File: config.mk
export PLATFORM = sky130hd
export DESIGN_NAME = imem_loader_flat
export DESIGN_NICKNAME = d
export VERILOG_FILES = /design/src/rtl/imem_pkg.sv /design/src/rtl/imem_loader_if.sv /design/src/rtl/word_assembler.sv /design/src/rtl/imem_loader.sv /design/src/flat_wrapper.sv
export SDC_FILE = /design/constraint.sdc
export NUM_CORES = 1
export LEC_CHECK = 0
export ABC_AREA = 1
export ABC_CLOCK_PERIOD_IN_PS = 2300
export CAP_MARGIN = 5
export CORE_MARGIN = 5
export CORE_UTILIZATION = 45
export CTS_CLUSTER_SIZE = 25
export DETAILED_ROUTE_END_ITERATION = 10
export PLACE_DENSITY = 0.7
export REMOVE_ABC_BUFFERS = 1
export SYNTH_ARGS = -nofsm -noshare
export SYNTH_HDL_FRONTEND = slang
export SYNTH_SLANG_ARGS = --single-unit
File: constraint.sdc
create_clock -name clk -period 2.3 [get_ports clk]
set_clock_uncertainty 0.15 [all_clocks]
set_input_delay 0.46 -clock clk [delete_from_list [all_inputs] [get_ports clk]]
set_output_delay 0.46 -clock clk [all_outputs]
set_load 0.02 [all_outputs]
File: src/rtl/imem_pkg.sv
`default_nettype none
// ============================================================================
//  Module   : imem_pkg
//  Purpose  : Shared constants, state encoding and header-length helper for
//             the instruction-memory loader.
//  Contents : DEPTH   - words in the target instruction memory
//             ADDR_W  - memory address width (log2 DEPTH)
//             IDX_W   - width of the byte-within-word index
//             state_t - loader state encoding
//             len_ok  - header-length range test
//  Revision : 1.0 - initial release
// ============================================================================
package imem_pkg;

    localparam int DEPTH  = 64;
    localparam int ADDR_W = 6;
    localparam int IDX_W  = 2;

    typedef enum logic [2:0] {
        ST_IDLE = 3'd0,
        ST_HDR  = 3'd1,
        ST_LOAD = 3'd2,
        ST_DONE = 3'd3,
        ST_ERR  = 3'd4
    } state_t;

    // A header is acceptable only when it names between one and depth words;
    // zero and anything past the end of memory are both rejected.
    function automatic logic len_ok(input logic [31:0] n, input int depth);
        return (n != 32'd0) && (n <= 32'(depth));
    endfunction

endpackage
`default_nettype wire

File: src/rtl/imem_loader_if.sv
`default_nettype none
// ============================================================================
//  Module   : imem_loader_if
//  Purpose  : Bundles the loader's control, byte-stream, memory-write and
//             status signals.
//  Ports    : start, in_valid, in_data       - driven by the master
//             in_ready                        - byte-stream back-pressure
//             mem_we, mem_addr, mem_wdata     - instruction-memory write port
//             busy, done, err                 - status flags
//             word_count, checksum            - load progress / integrity
//  Modports : master - stream source / observer
//             slave  - the loader itself
//  Revision : 1.0 - initial release
// ============================================================================
interface imem_loader_if #(
    parameter int ADDR_W = imem_pkg::ADDR_W
) ();
    import imem_pkg::*;

    logic              start;
    logic              in_valid;
    logic [7:0]        in_data;
    logic              in_ready;
    logic              mem_we;
    logic [ADDR_W-1:0] mem_addr;
    logic [31:0]       mem_wdata;
    logic              busy;
    logic              done;
    logic              err;
    logic [ADDR_W:0]   word_count;
    logic [31:0]       checksum;

    modport master (
        output start,
        output in_valid,
        output in_data,
        input  in_ready,
        input  mem_we,
        input  mem_addr,
        input  mem_wdata,
        input  busy,
        input  done,
        input  err,
        input  word_count,
        input  checksum
    );

    modport slave (
        input  start,
        input  in_valid,
        input  in_data,
        output in_ready,
        output mem_we,
        output mem_addr,
        output mem_wdata,
        output busy,
        output done,
        output err,
        output word_count,
        output checksum
    );

endinterface
`default_nettype wire

File: src/rtl/word_assembler.sv
`default_nettype none
// ============================================================================
//  Module   : word_assembler
//  Purpose  : Collects accepted bytes into little-endian 32-bit words. The
//             first three bytes of a word are held in a shift register; the
//             fourth byte is combined on the fly so the complete word is
//             presented in the same cycle that byte is accepted.
//  Ports    : clk        - clock, rising edge
//             reset      - synchronous, active-low reset
//             clear      - synchronous restart of the byte index
//             byte_en    - a byte is accepted this cycle
//             byte_in    - the accepted byte
//             word       - assembled word (meaningful when word_valid)
//             word_valid - one-cycle pulse on acceptance of the fourth byte
//  Revision : 1.0 - initial release
// ============================================================================
module word_assembler (
    input  logic        clk,
    input  logic        reset,
    input  logic        clear,
    input  logic        byte_en,
    input  logic [7:0]  byte_in,
    output logic [31:0] word,
    output logic        word_valid
);
    import imem_pkg::*;

    logic [IDX_W-1:0] byte_idx;
    // New bytes enter at the top and move down, so after three bytes the
    // first one sits in [7:0] and the third in [23:16].
    logic [23:0]      shreg;

    always_ff @(posedge clk) begin
        if (!reset || clear) begin
            byte_idx <= '0;
            shreg    <= '0;
        end else if (byte_en) begin
            // The index wraps from 3 back to 0, starting the next word.
            byte_idx <= byte_idx + IDX_W'(1);
            shreg    <= {byte_in, shreg[23:8]};
        end
    end

    assign word       = {byte_in, shreg};
    assign word_valid = byte_en && (byte_idx == '1);

endmodule
`default_nettype wire

File: src/rtl/imem_loader.sv
`default_nettype none
// ============================================================================
//  Module   : imem_loader
//  Purpose  : Loads an instruction memory from a byte stream. The stream
//             begins with a 32-bit little-endian length word N, followed by
//             N little-endian program words written to addresses 0..N-1.
//             A running XOR checksum and word count are kept for the host.
//  Ports    : clk   - clock, rising edge
//             reset - synchronous, active-low reset
//             bus   - imem_loader_if.slave: start, byte stream (in_valid,
//                     in_data, in_ready), memory write (mem_we, mem_addr,
//                     mem_wdata), status (busy, done, err, word_count,
//                     checksum)
//  Revision : 1.0 - initial release
// ============================================================================
module imem_loader #(
    parameter int DEPTH  = imem_pkg::DEPTH,
    parameter int ADDR_W = imem_pkg::ADDR_W
) (
    input  logic           clk,
    input  logic           reset,
    imem_loader_if.slave   bus
);
    import imem_pkg::*;

    localparam logic [ADDR_W:0] CNT_ONE = (ADDR_W+1)'(1);

    state_t            state_q;
    state_t            state_d;

    logic              in_ready;
    logic              accept;
    logic              restart;
    logic              word_valid;
    logic [31:0]       word;
    logic              hdr_ok;
    logic              last_word;

    logic              mem_we_q;
    logic [ADDR_W-1:0] mem_addr_q;
    logic [31:0]       mem_wdata_q;
    logic [ADDR_W:0]   word_count_q;
    logic [31:0]       checksum_q;
    logic [ADDR_W:0]   len_q;

    // Bytes are only taken while a load is in progress; DONE and ERR
    // refuse the stream until the host restarts.
    assign in_ready = (state_q == ST_HDR) || (state_q == ST_LOAD);
    assign accept   = bus.in_valid && in_ready;

    // start is honoured only from a resting state, so a stray pulse during
    // a load cannot corrupt it.
    assign restart  = bus.start &&
                      ((state_q == ST_IDLE) || (state_q == ST_DONE) ||
                       (state_q == ST_ERR));

    word_assembler u_word_assembler (
        .clk        (clk),
        .reset      (reset),
        .clear      (restart),
        .byte_en    (accept),
        .byte_in    (bus.in_data),
        .word       (word),
        .word_valid (word_valid)
    );

    assign hdr_ok    = len_ok(word, DEPTH);
    // word_count is the index of the word being completed, so the final
    // word is the one that brings the count up to the header length.
    assign last_word = (word_count_q + CNT_ONE) == len_q;

    always_ff @(posedge clk) begin
        if (!reset) begin
            state_q <= ST_IDLE;
        end else begin
            state_q <= state_d;
        end
    end

    always_comb begin
        state_d = state_q;
        unique case (state_q)
            ST_IDLE, ST_DONE, ST_ERR: begin
                if (bus.start) begin
                    state_d = ST_HDR;
                end
            end
            ST_HDR: begin
                if (word_valid) begin
                    state_d = hdr_ok ? ST_LOAD : ST_ERR;
                end
            end
            ST_LOAD: begin
                if (word_valid && last_word) begin
                    state_d = ST_DONE;
                end
            end
            default: state_d = ST_IDLE;
        endcase
    end

    // The write of a completed word is registered, so it appears in the
    // cycle after its fourth byte; for the last word that is the first DONE
    // cycle. Count and checksum update on the same edge as the strobe.
    always_ff @(posedge clk) begin
        if (!reset) begin
            mem_we_q     <= 1'b0;
            mem_addr_q   <= '0;
            mem_wdata_q  <= '0;
            word_count_q <= '0;
            checksum_q   <= '0;
            len_q        <= '0;
        end else begin
            mem_we_q <= 1'b0;
            if (restart) begin
                word_count_q <= '0;
                checksum_q   <= '0;
            end
            if ((state_q == ST_HDR) && word_valid && hdr_ok) begin
                len_q <= word[ADDR_W:0];
            end
            if ((state_q == ST_LOAD) && word_valid) begin
                mem_we_q     <= 1'b1;
                mem_addr_q   <= word_count_q[ADDR_W-1:0];
                mem_wdata_q  <= word;
                word_count_q <= word_count_q + CNT_ONE;
                checksum_q   <= checksum_q ^ word;
            end
        end
    end

    assign bus.in_ready   = in_ready;
    assign bus.mem_we     = mem_we_q;
    assign bus.mem_addr   = mem_addr_q;
    assign bus.mem_wdata  = mem_wdata_q;
    assign bus.word_count = word_count_q;
    assign bus.checksum   = checksum_q;
    assign bus.busy       = (state_q == ST_HDR) || (state_q == ST_LOAD);
    assign bus.done       = (state_q == ST_DONE);
    assign bus.err        = (state_q == ST_ERR);

endmodule
`default_nettype wire

File: src/flat_wrapper.sv
// flat-port wrapper written by rule: the top's interface ports become plain ports
module imem_loader_flat import imem_pkg::*;
#(
    parameter int DEPTH  = imem_pkg::DEPTH,
    parameter int ADDR_W = imem_pkg::ADDR_W
)
  (clk, reset, bus_start, bus_in_valid, bus_in_data, bus_in_ready, bus_mem_we, bus_mem_addr, bus_mem_wdata, bus_busy, bus_done, bus_err, bus_word_count, bus_checksum);
  imem_loader_if #(.ADDR_W(ADDR_W)) bus_i ();
  input  logic clk;
  input  logic reset;
  input wire logic [$bits(bus_i.start)-1:0] bus_start;
  input wire logic [$bits(bus_i.in_valid)-1:0] bus_in_valid;
  input wire logic [$bits(bus_i.in_data)-1:0] bus_in_data;
  output wire logic [$bits(bus_i.in_ready)-1:0] bus_in_ready;
  output wire logic [$bits(bus_i.mem_we)-1:0] bus_mem_we;
  output wire logic [$bits(bus_i.mem_addr)-1:0] bus_mem_addr;
  output wire logic [$bits(bus_i.mem_wdata)-1:0] bus_mem_wdata;
  output wire logic [$bits(bus_i.busy)-1:0] bus_busy;
  output wire logic [$bits(bus_i.done)-1:0] bus_done;
  output wire logic [$bits(bus_i.err)-1:0] bus_err;
  output wire logic [$bits(bus_i.word_count)-1:0] bus_word_count;
  output wire logic [$bits(bus_i.checksum)-1:0] bus_checksum;
  assign bus_i.start = bus_start;
  assign bus_i.in_valid = bus_in_valid;
  assign bus_i.in_data = bus_in_data;
  assign bus_in_ready = bus_i.in_ready;
  assign bus_mem_we = bus_i.mem_we;
  assign bus_mem_addr = bus_i.mem_addr;
  assign bus_mem_wdata = bus_i.mem_wdata;
  assign bus_busy = bus_i.busy;
  assign bus_done = bus_i.done;
  assign bus_err = bus_i.err;
  assign bus_word_count = bus_i.word_count;
  assign bus_checksum = bus_i.checksum;
  imem_loader #(.DEPTH(DEPTH), .ADDR_W(ADDR_W)) u_core (.clk(clk), .reset(reset), .bus(bus_i));
endmodule
# After elaboration in Yosys (flattened, before gate mapping)
# Cells that the tools add are included.
# word_totals
ff_bits,114
in_bits,12
out_inout_bits,82
elab_cells,50
# classes
addsub,2
magnitude_cmp,1
n_eq_ne,9
muxes,10
bitwise_logic,1
reduce_logical,18
# ops
cell,n
2-to-1 mux 32 bit,2
<= comparator 32 x 7 -> 1 bit (second input constant),1
nonzero test 32 bit,1
XOR 32 bit,1
2-to-1 mux 7 bit,2
2-to-1 mux 3 bit,4
case mux 3 bit (3 select lines),1
logical AND 1 bit,8
adder 7 x 1 -> 7 bit (second input constant),1
== test 7 bit,1
== test 3 x 2 -> 1 bit (second input constant),2
logical OR 1 bit,4
inequality test 2 bit (second input constant),2
== test 3 x 1 -> 1 bit (second input constant),1
== test 3 bit (second input constant),1
logical NOT 3 bit,1
AND reduction 3 bit,1
OR reduction 3 bit,1
adder 2 x 1 -> 2 bit (second input constant),1
== test 2 bit (second input constant),1
inequality test 2 x 1 -> 1 bit (second input constant),1
nonzero test 2 bit,1
logical NOT 1 bit,1
2-to-1 mux 1 bit,1

# Logic depth before layout (Yosys ltp)
# Gate-level depths: netlist (run 1).
# depth
word_depth,7
depth_mapped,13
ltp_nobuf,13

# Cells and area by module
# Synthesis (run 1) repeated with hierarchy kept, for this count alone.
# unflattened
cells_unflattened,580
hier_area_um2,4583.1
# modules_own_cells
module,n_inst,cells_per_inst,area_each_um2,seq_area_each_um2
imem_loader,1,453,3540.9,1761.7
word_assembler,1,127,1042.2,520.5

# Worst setup path after synthesis (run 1)
# OpenSTA, ideal clock, no wires.
# synth_timing
kind,reg2reg
startpoint,reg u_core.word_count_q[1] (netlist: u_core.bus.word_count[1])
endpoint,reg u_core.state_q[0]
setup_time_ns,0.115
t_arrival_ns,1.603
required_time_ns,2.035
setup_slack_ns,0.432
path_stages_with_launch,13
path_buffers,0
period_less_slack_ns,1.868
cell_sequence,dfxtp_1 -> ha_1 -> nand3_1 -> nand2_1 -> nand2_1 -> nand2_1 -> nand3_1 -> nor2_1 -> nand2_1 -> nand2_1 -> nand3_1 -> nand2_1 -> nor2_1
# synth_between
elab_chain_len,5
# synth_lines
element,line,source
from (decl),imem_loader.sv:42,logic [ADDR_W:0] word_count_q;
from (signal assigned),imem_loader.sv:126,word_count_q <= word_count_q + CNT_ONE;
adder 7 x 1 -> 7 bit,imem_loader.sv:70,assign last_word = (word_count_q + CNT_ONE) == len_q;
== test 7 bit,imem_loader.sv:70,
logical AND 1 bit,imem_loader.sv:94,if (word_valid && last_word) begin
inequality test 2 bit (no line),-,
AND reduction 3 bit (no line),-,
to (signal assigned),imem_loader.sv:76,state_q <= state_d;
to (decl),imem_loader.sv:28,state_t state_q;
# No other way between the ends.
# A chain may end at the register's enable or synchronous reset.

# Worst setup path in the final report (run 1)
# layout_timing
startpoint,reg u_core.word_count_q[3] (netlist: u_core.bus.word_count[3])
endpoint,out bus_word_count[3]
# layout_lines
element,line,source
to (decl),flat_wrapper.sv:21,output wire logic [$bits(bus_i.word_count)-1:0] bus_word_count;
# No word-level cell between the ends.

==> results of run 1 <==
[state kept, by name (all words and copies together) (netlist names)]
signal and count:
u_core.bus.checksum 32, u_core.bus.mem_addr 6, u_core.bus.mem_wdata 32, u_core.bus.mem_we 1
u_core.bus.word_count 7, u_core.len_q 7, u_core.state_q 3, u_core.u_word_assembler.byte_idx 2
u_core.u_word_assembler.shreg 24
[final cells by class]
| type | count | share of cell area (%) |
|---|---|---|
| clock inverters | 13 | 2.40 |
| repair buffers | 106 | 16.7 |
| well taps | 140 | 2.64 |
| inverters | 92 | 5.21 |
| multi-input cells | 371 | 32.0 |
| clock buffers | 19 | 6.66 |
| flip-flops and latches | 114 | 34.4 |
[metal layers]
metal	up-vias	GRT usage [%]	wire (um)
met5	-	0	0
met4	0	5.46	104
met3	8	7.08	773
met2	87	30.8	5550
met1	1915	21.6	4980
li1	2162	-	-
[where the power goes]
| part | internal (mW) | switching [mW] | leakage [nW] |
|---|---|---|---|
| Combinational | 0.325 | 0.633 | 1.30 |
| Clock | 1.70 | 0.921 | 0.290 |
| Sequential | 2.10 | 0.100 | 0.920 |
| Total | 4.13 | 1.65 | 2.51 |
[Yosys cell counts]
| master | number |
|---|---|
| nand3_1 | 32 |
| nor3_2 | 1 |
| a211oi_1 | 24 |
| or2_2 | 1 |
| nand4_2 | 1 |
| xor2_1 | 2 |
| o21a_1 | 32 |
| nand3_2 | 1 |
| nand4_1 | 2 |
| o21ai_1 | 1 |
| nand2_1 | 81 |
| dfxtp_1 | 114 |
| nand2_2 | 1 |
| nor2_1 | 56 |
| buf_6 | 4 |
| a21oi_1 | 80 |
| a211oi_2 | 7 |
| nor2_4 | 25 |
| nand2_4 | 3 |
| xnor2_1 | 1 |
| buf_2 | 4 |
| buf_4 | 4 |
| ha_1 | 2 |
| buf_1 | 4 |
| inv_1 | 69 |
| nor2_2 | 11 |
| inv_2 | 23 |
| nor3_1 | 1 |
| clkbuf_1 | 13 |
| o21ai_0 | 6 |
[through the flow]
step           utilization, %  cell area, um^2  instances  setup TNS (ns)
5_1_grt                  61.7             6630        855               0
2_1_floorplan               -             4740        577          -10.35
3_5_place_dp             56.1             6020        823          -0.568
3_3_place_gp             56.1             6020        823          -0.171
6_report                 61.7             6630        855               0
4_1_cts                  61.6             6620        855               0
[logic make-up after synthesis]
family / Yosys count
AOI/OAI and AO/OA: 150
xor gates and xnor gates: 3
adders and majority gates: 2
buffers and inverters: 121
DFF: 114
and+or+nand+nor: 216
[how the worst min path moves through the flow]
stage,startpoint,end,slack [ns],depth (start not counted)
after CTS,u_core.bus.mem_addr[0],u_core.bus.mem_addr[0],0.32,2
after global routing,u_core.bus.mem_wdata[14],u_core.bus.mem_wdata[14],0.33,2
final,u_core.bus.mem_wdata[4],u_core.bus.mem_wdata[4],0.31,2
after global placement,u_core.bus.mem_addr[0],u_core.bus.mem_addr[0],0.30,2
after floorplan,u_core.u_word_assembler.byte_idx[1],u_core.u_word_assembler.byte_idx[1],0.30,2
after detailed placement,u_core.bus.mem_addr[0],u_core.bus.mem_addr[0],0.31,2
[worst min-delay path, stage by stage, from the launching register on]
cell	delay, ns
dfxtp_1	0.30
nand2_1	0.06
a21oi_1	0.06
==> metrics.md, run 1 <==
| Metric | Value |
|---|---|
| RSZ-0062 raised after global routing | `false` |
| # H-tree levels | `4` |
| Power per Cell Area | `872 nW/um^2` |
| Clock sink total | `114` |
| First-pass GRT wire length | `19500 um` |
| Largest net degree at the start of global routing | `52` |
| RD Place Congestion | `0.825` |
| WL final | `11400 um` |
| Share of cells above drive strength 1 | `16.9%` |
| Largest family of logic cells by synthesized area | `simple AND/OR/NAND/NOR gates` |
| CTS Buf Count | `17` |
| Hold-fix buffers, CTS | `0` |
| Yosys warns | `0` |
| Design Power | `approximately 5.8 mW` |
| Stages on the worst setup path | `1` |
| Area growth from synthesis to layout | `35.2%` |
| DR vias | `4172` |
| 1st-pass router iterations | `4` |
| Maximum clock rate | `between 400 and 500 MHz` |
| Clock buffer depth | `2` |
| Final Hold Violating Endpoints | `0` |
| Commonest cells after routing, fill and taps aside | `dfxtp_1, clkdlybuf4s50_1, nand2_1, a21oi_1, inv_1` |
| Worst setup path class | `register to output pin` |
| FF-to-FF Start | `u_core.bus.word_count[1]` |
| Vias in the first global route | `roughly 4.2k` |
| Netlist cell types | `30` |
| Post-Synth XOR/XNOR Area | `less than 1%` |
| Diodes inserted | `0` |
| Max-slew violation count | `0` |
| Peak supply drop | `0.521 mV` |
| Avg Cell Area, Syn | `just over 8 um^2` |
| Fin nets | `about 700` |
| Die width | `between 100 and 150 um` |
| Placement Setup Slack | `-0.0983 ns` |
| Commonest non-fill, non-tap cell in the layout | `dfxtp_1` |
| # DRC | `0` |
| Total grt overflow | `0` |
| R2r setup slk | `a little under 0.3 ns` |
| Post-Synthesis Cells | `606` |
| Post-Synth Simple-Gate Area | `22.9%` |
| FF-to-FF End | `u_core.state_q[1]` |
| Final Worst Setup Slack | `0.0663 ns` |
| Post-synthesis sequential area ratio | `~47%` |
| Hold Crit Class | `register to register` |
| Flops & latches, synth | `roughly 110` |
| Post-Synth Adder-Cell Area | `less than 1%` |
| Leading area contributor after synthesis | `dfxtp_1` |
| Bufs and invs on worst path | `1` |
| Status | `finished, final reports clean` |
| Post CTS Setup Buffer Count | `0` |
| Area of the multi-input gates | `2120 um^2` |
| Compound-cell area share of the yosys netlist | `between 10% and 20%` |
| Total GRT Usage | `18.3%` |
| CP top delay family | `buffers and inverters` |
| Core Rows | `38` |
| DIE AREA | `13100 um^2` |
| WP data arrival | `~1.6 ns` |
| CP max-delay cell | `clkdlybuf4s50_1` |
| Resized cells post-CTS | `5` |
| Placeable core area | `roughly 11000 um^2` |
| Routed wire length per instance | `about 13 um` |
| Setup-failing EPs final | `0` |
| Max stage delay on crit path | `0.66 ns` |
| Initial core utilization | `a little under half` |
| Mux contribution to synthesized area | `0%` |
| Maxcap violations | `0` |
| Clock Tree Root | `clkbuf_8` |
| Req. time, crit path | `about 1.7 ns` |
| Vias/cell | `4.88` |
| Die Height | `114 um` |
| P_leak | `2.51 nW` |
| Worst setup EP type | `output pin` |
| CTS clk-pin slew, worst paths | `0.06 ns` |
| # IOs | `94` |
| Initial DRC count | `roughly 230` |
| Fin crit period | `2.23 ns` |
| Crit-path max FO | `8` |
| Post-DRT Antenna Nets | `0` |
| FF-to-FF path depth | `12` |
| Register area | `2280 um^2` |
| CP endpoint | `bus_word_count[3]` |
| Number of fill cells | `979` |
| Post-synth top area share | `between 40% and 50%` |
| Worst setup path startpoint | `u_core.bus.word_count[3]` |
| Initial antenna violation count | `0` |
| Final worst path period share | `97.1%` |
| Mapped cell area | `4900 um^2` |
| Worst skew pair latency | `0.50 ns` |
| Port-buffer cells | `93` |
| Dominant cells by area after synthesis | `dfxtp_1, a21oi_1, nand2_1` |
| CP Cell Sequence | `clkdlybuf4s50_1` |
| Slew margin rel. | `66.7%` |
| Detailed placement HPWL | `7830 um` |
| CTS tree | `done` |
| Hold slack | `between 0.3 and 0.4 ns` |
| Worst Tran Pin Value | `around 0.5 ns` |
| Element type at the critical path start | `register` |
No activity file was read; power rests on OpenSTA's default activity.
==> run 2: changes to the inputs <==
--- a/config.mk
+++ b/config.mk
@@ -14,6 +14,7 @@
 export DETAILED_ROUTE_END_ITERATION = 10
 export PLACE_DENSITY = 0.7
 export REMOVE_ABC_BUFFERS = 1
+export SETUP_SLACK_MARGIN = 0.3
 export SYNTH_ARGS = -nofsm -noshare
 export SYNTH_HDL_FRONTEND = slang
 export SYNTH_SLANG_ARGS = --single-unit
==> run 2 against run 1 <==
Non-clock buffer count up 3. Sequential share of layout area grew 0.40 points. Power increased by 1.0%. Routed wire length fell by 0.16%. Via count up 0.84%. Sequential power about the same. Worst hold slack worse by 0.0032 ns. Sequential cell count unchanged. Largest cell class unchanged. Largest power group unchanged.
==> metrics.md, run 2 (same netlist as run 1, synthesis figures left out) <==
| Metric | Value |
|---|---|
| Pint | `4.17 mW` |
| R2r setup slk | `0.45 ns` |
| Initial antenna violation count | `0` |
| Fin nets | `~700` |
| Port-buffer cells | `93` |
| Final Worst Setup Slack | `0.346 ns` |
| Maxcap violations | `0` |
| Vias in the first global route | `4229` |
| Diodes inserted | `0` |
| Post-route cell area | `6580 um^2` |
| Fin crit period | `1.95 ns` |
| Clock Power Share | `44.9%` |
| CP max-delay cell | `dfxtp_4` |
| Element type at the critical path start | `register` |
| Slew margin rel. | `between 60% and 70%` |
| Max-slew violation count | `0` |
| Clock Tree Root | `clkbuf_8` |
| Worst skew pair latency | `0.50 ns` |
| Maximum clock rate | `512 MHz` |
| CTS Buf Count | `17` |
| Core Rows | `38` |
| Worst Tran Pin Value | `0.498 ns` |
| Final Hold Violating Endpoints | `0` |
| Clock sink total | `114` |
| # DRC | `0` |
| Min-Delay Path Depth | `2` |
| # H-tree levels | `4` |
| CP top delay family | `flip-flops` |
| FF-to-FF path depth | `11` |
| Hold-fix buffers, CTS | `0` |
| Switching Share | `28.6%` |
| Detailed placement HPWL | `7830 um` |
| Post-DRT Antenna Nets | `0` |
| DIE AREA | `between 10000 and 15000 um^2` |
| Setup TNS | `0 ns` |
| CTS clk-pin slew, worst paths | `0.06 ns` |
| Total GRT Usage | `a little under a fifth` |
| Hold Path End | `u_core.bus.mem_wdata[4]` |
| Peak supply drop | `about 0.52 mV` |
| Max stage delay on crit path | `0.37 ns` |
| Post-DP Area | `6020 um^2` |
| Initial DRC count | `236` |
| Power per Cell Area | `between 800 and 900 nW/um^2` |
| Status | `finished, final reports clean` |
| Total grt overflow | `0` |
| Initial core utilization | `45.6%` |
| Switch Pwr | `1.67 mW` |
| CP most frequent cell | `nand2_4` |
| Setup-failing EPs final | `0` |
| Worst setup path startpoint | `u_core.state_q[1]` |
| Die Height | `around 110 um` |
| WP data arrival | `roughly 1.3 ns` |
| Placeable core area | `10700 um^2` |
| Vias/cell | `just under 5` |
| Largest net degree at the start of global routing | `52` |
| Final worst path period share | `a little over four fifths` |
| Req. time, crit path | `approximately 1.7 ns` |
| P_leak | `2.86 nW` |
| WL final | `11400 um` |
| RSZ-0062 raised after global routing | `true` |
| Hold Crit Class | `register to register` |
| DR vias | `4207` |
| First-pass GRT wire length | `~20000 um` |
| Worst setup path class | `register to output pin` |
| Commonest non-fill, non-tap cell in the layout | `dfxtp_1` |
| CP Cell Sequence | `inv_2, nor2_4, nand2_4, nand2_4, buf_4` |
| Commonest cells after routing, fill and taps aside | `dfxtp_1, a21oi_1, nand2_1` |
| Area growth from synthesis to layout | `34.2%` |
| Share of cells above drive strength 1 | `18.9%` |
| Clock buffer depth | `2` |
| # IOs | `94` |
| CTS tree | `done` |
| 1st-pass router iterations | `4` |
| Bufs and invs on worst path | `2` |
| Comb pwr share | `17.3%` |
| Flop pwr share | `37.8%` |
| Placement Setup Slack | `-0.0983 ns` |
| Worst setup EP type | `output pin` |
| RD Place Congestion | `roughly 0.83` |
| Die width | `114 um` |
| Crit-path max FO | `4` |
| Hold_sp | `u_core.bus.mem_wdata[4]` |
| FF-to-FF Start | `u_core.state_q[1]` |
| FF-to-FF End | `u_core.bus.word_count[6]` |
| Routed wire length per instance | `13.3 um` |
[run 2: cell count changes in the layout (fill, tap and decap cells not counted), moves of 2 or more]
cell | before | now
dlygate4sd2_1 | 3 | 77
buf_4 | 7 | 11
clkdlybuf4s15_1 | 2 | 0
dfxtp_2 | 0 | 4
clkbuf_2 | 0 | 2
dfxtp_1 | 114 | 109
buf_6 | 0 | 2
dlymetal6s2s_1 | 2 | 0
clkdlybuf4s50_1 | 86 | 11
[run 2: routing by layer]
layer  routed length [um]  GRT usage, %  vias to the layer above
met4                   65          5.46                        0
met3                  805          7.08                        6
li1                     -             -                     2164
met1                 4860          21.7                     1951
met2                 5650          30.8                       86
met5                    0             0                        -
[run 2: power groups by stage]
stage / sequential, mW / clock, mW / combinational (mW)
2_1_floorplan: 2.21 / 0 / 0.693
3_3_place_gp: 2.23 / 0 / 0.951
3_5_place_dp: 2.24 / 0 / 0.969
4_1_cts: 2.20 / 2.67 / 0.966
5_1_grt: 2.22 / 2.78 / 1.13
6_report: 2.21 / 2.63 / 1.01
[run 2: worst min-delay path: stages (launching register included)]
cell and delay (ns):
dfxtp_1 0.30, nand2_1 0.05, a21oi_1 0.06
[run 2: area by class of cell]
cell class	count	area, um^2
fillers	1013	4170
flip-flops and latches	114	2290
multi-input cells	371	2150
repair buffers	109	1020
clock buffers	19	442
inverters	92	345
well taps	140	175
clock inverters	13	159
[run 2: per-stage QoR]
| stage | instances | power (mW) | utilization [%] | hold WS (ns) |
|---|---|---|---|---|
| 5_1_grt | 858 | 6.13 | 61.2 | 0.326 |
| 3_5_place_dp | 823 | 3.21 | 56.1 | 0.306 |
| 2_1_floorplan | 577 | 2.90 | - | 0.299 |
| 3_3_place_gp | 823 | 3.18 | 56.1 | 0.303 |
| 4_1_cts | 855 | 5.83 | 60.7 | 0.313 |
| 6_report | 858 | 5.84 | 61.2 | 0.310 |
[run 2: how the worst max path moves through the flow]
stage,endpoint,slack [ns],cells after the start
2_1_floorplan,u_core.bus.mem_addr[2],-0.26,9
3_3_place_gp,u_core.len_q[6],-0.03,10
3_5_place_dp,u_core.len_q[0],-0.1,10
4_1_cts,bus_err,0.06,4
5_1_grt,bus_in_ready,0.29,5
6_report,bus_in_ready,0.35,5
[run 2: what timing repair did]
| action | 4_1_cts | 5_1_grt |
|---|---|---|
| pin swaps | 0 | 0 |
| setup buffers | 0 | 3 |
| endpoints found under the setup margin | 85 | 11 |
| gates resized for setup | 96 | 16 |
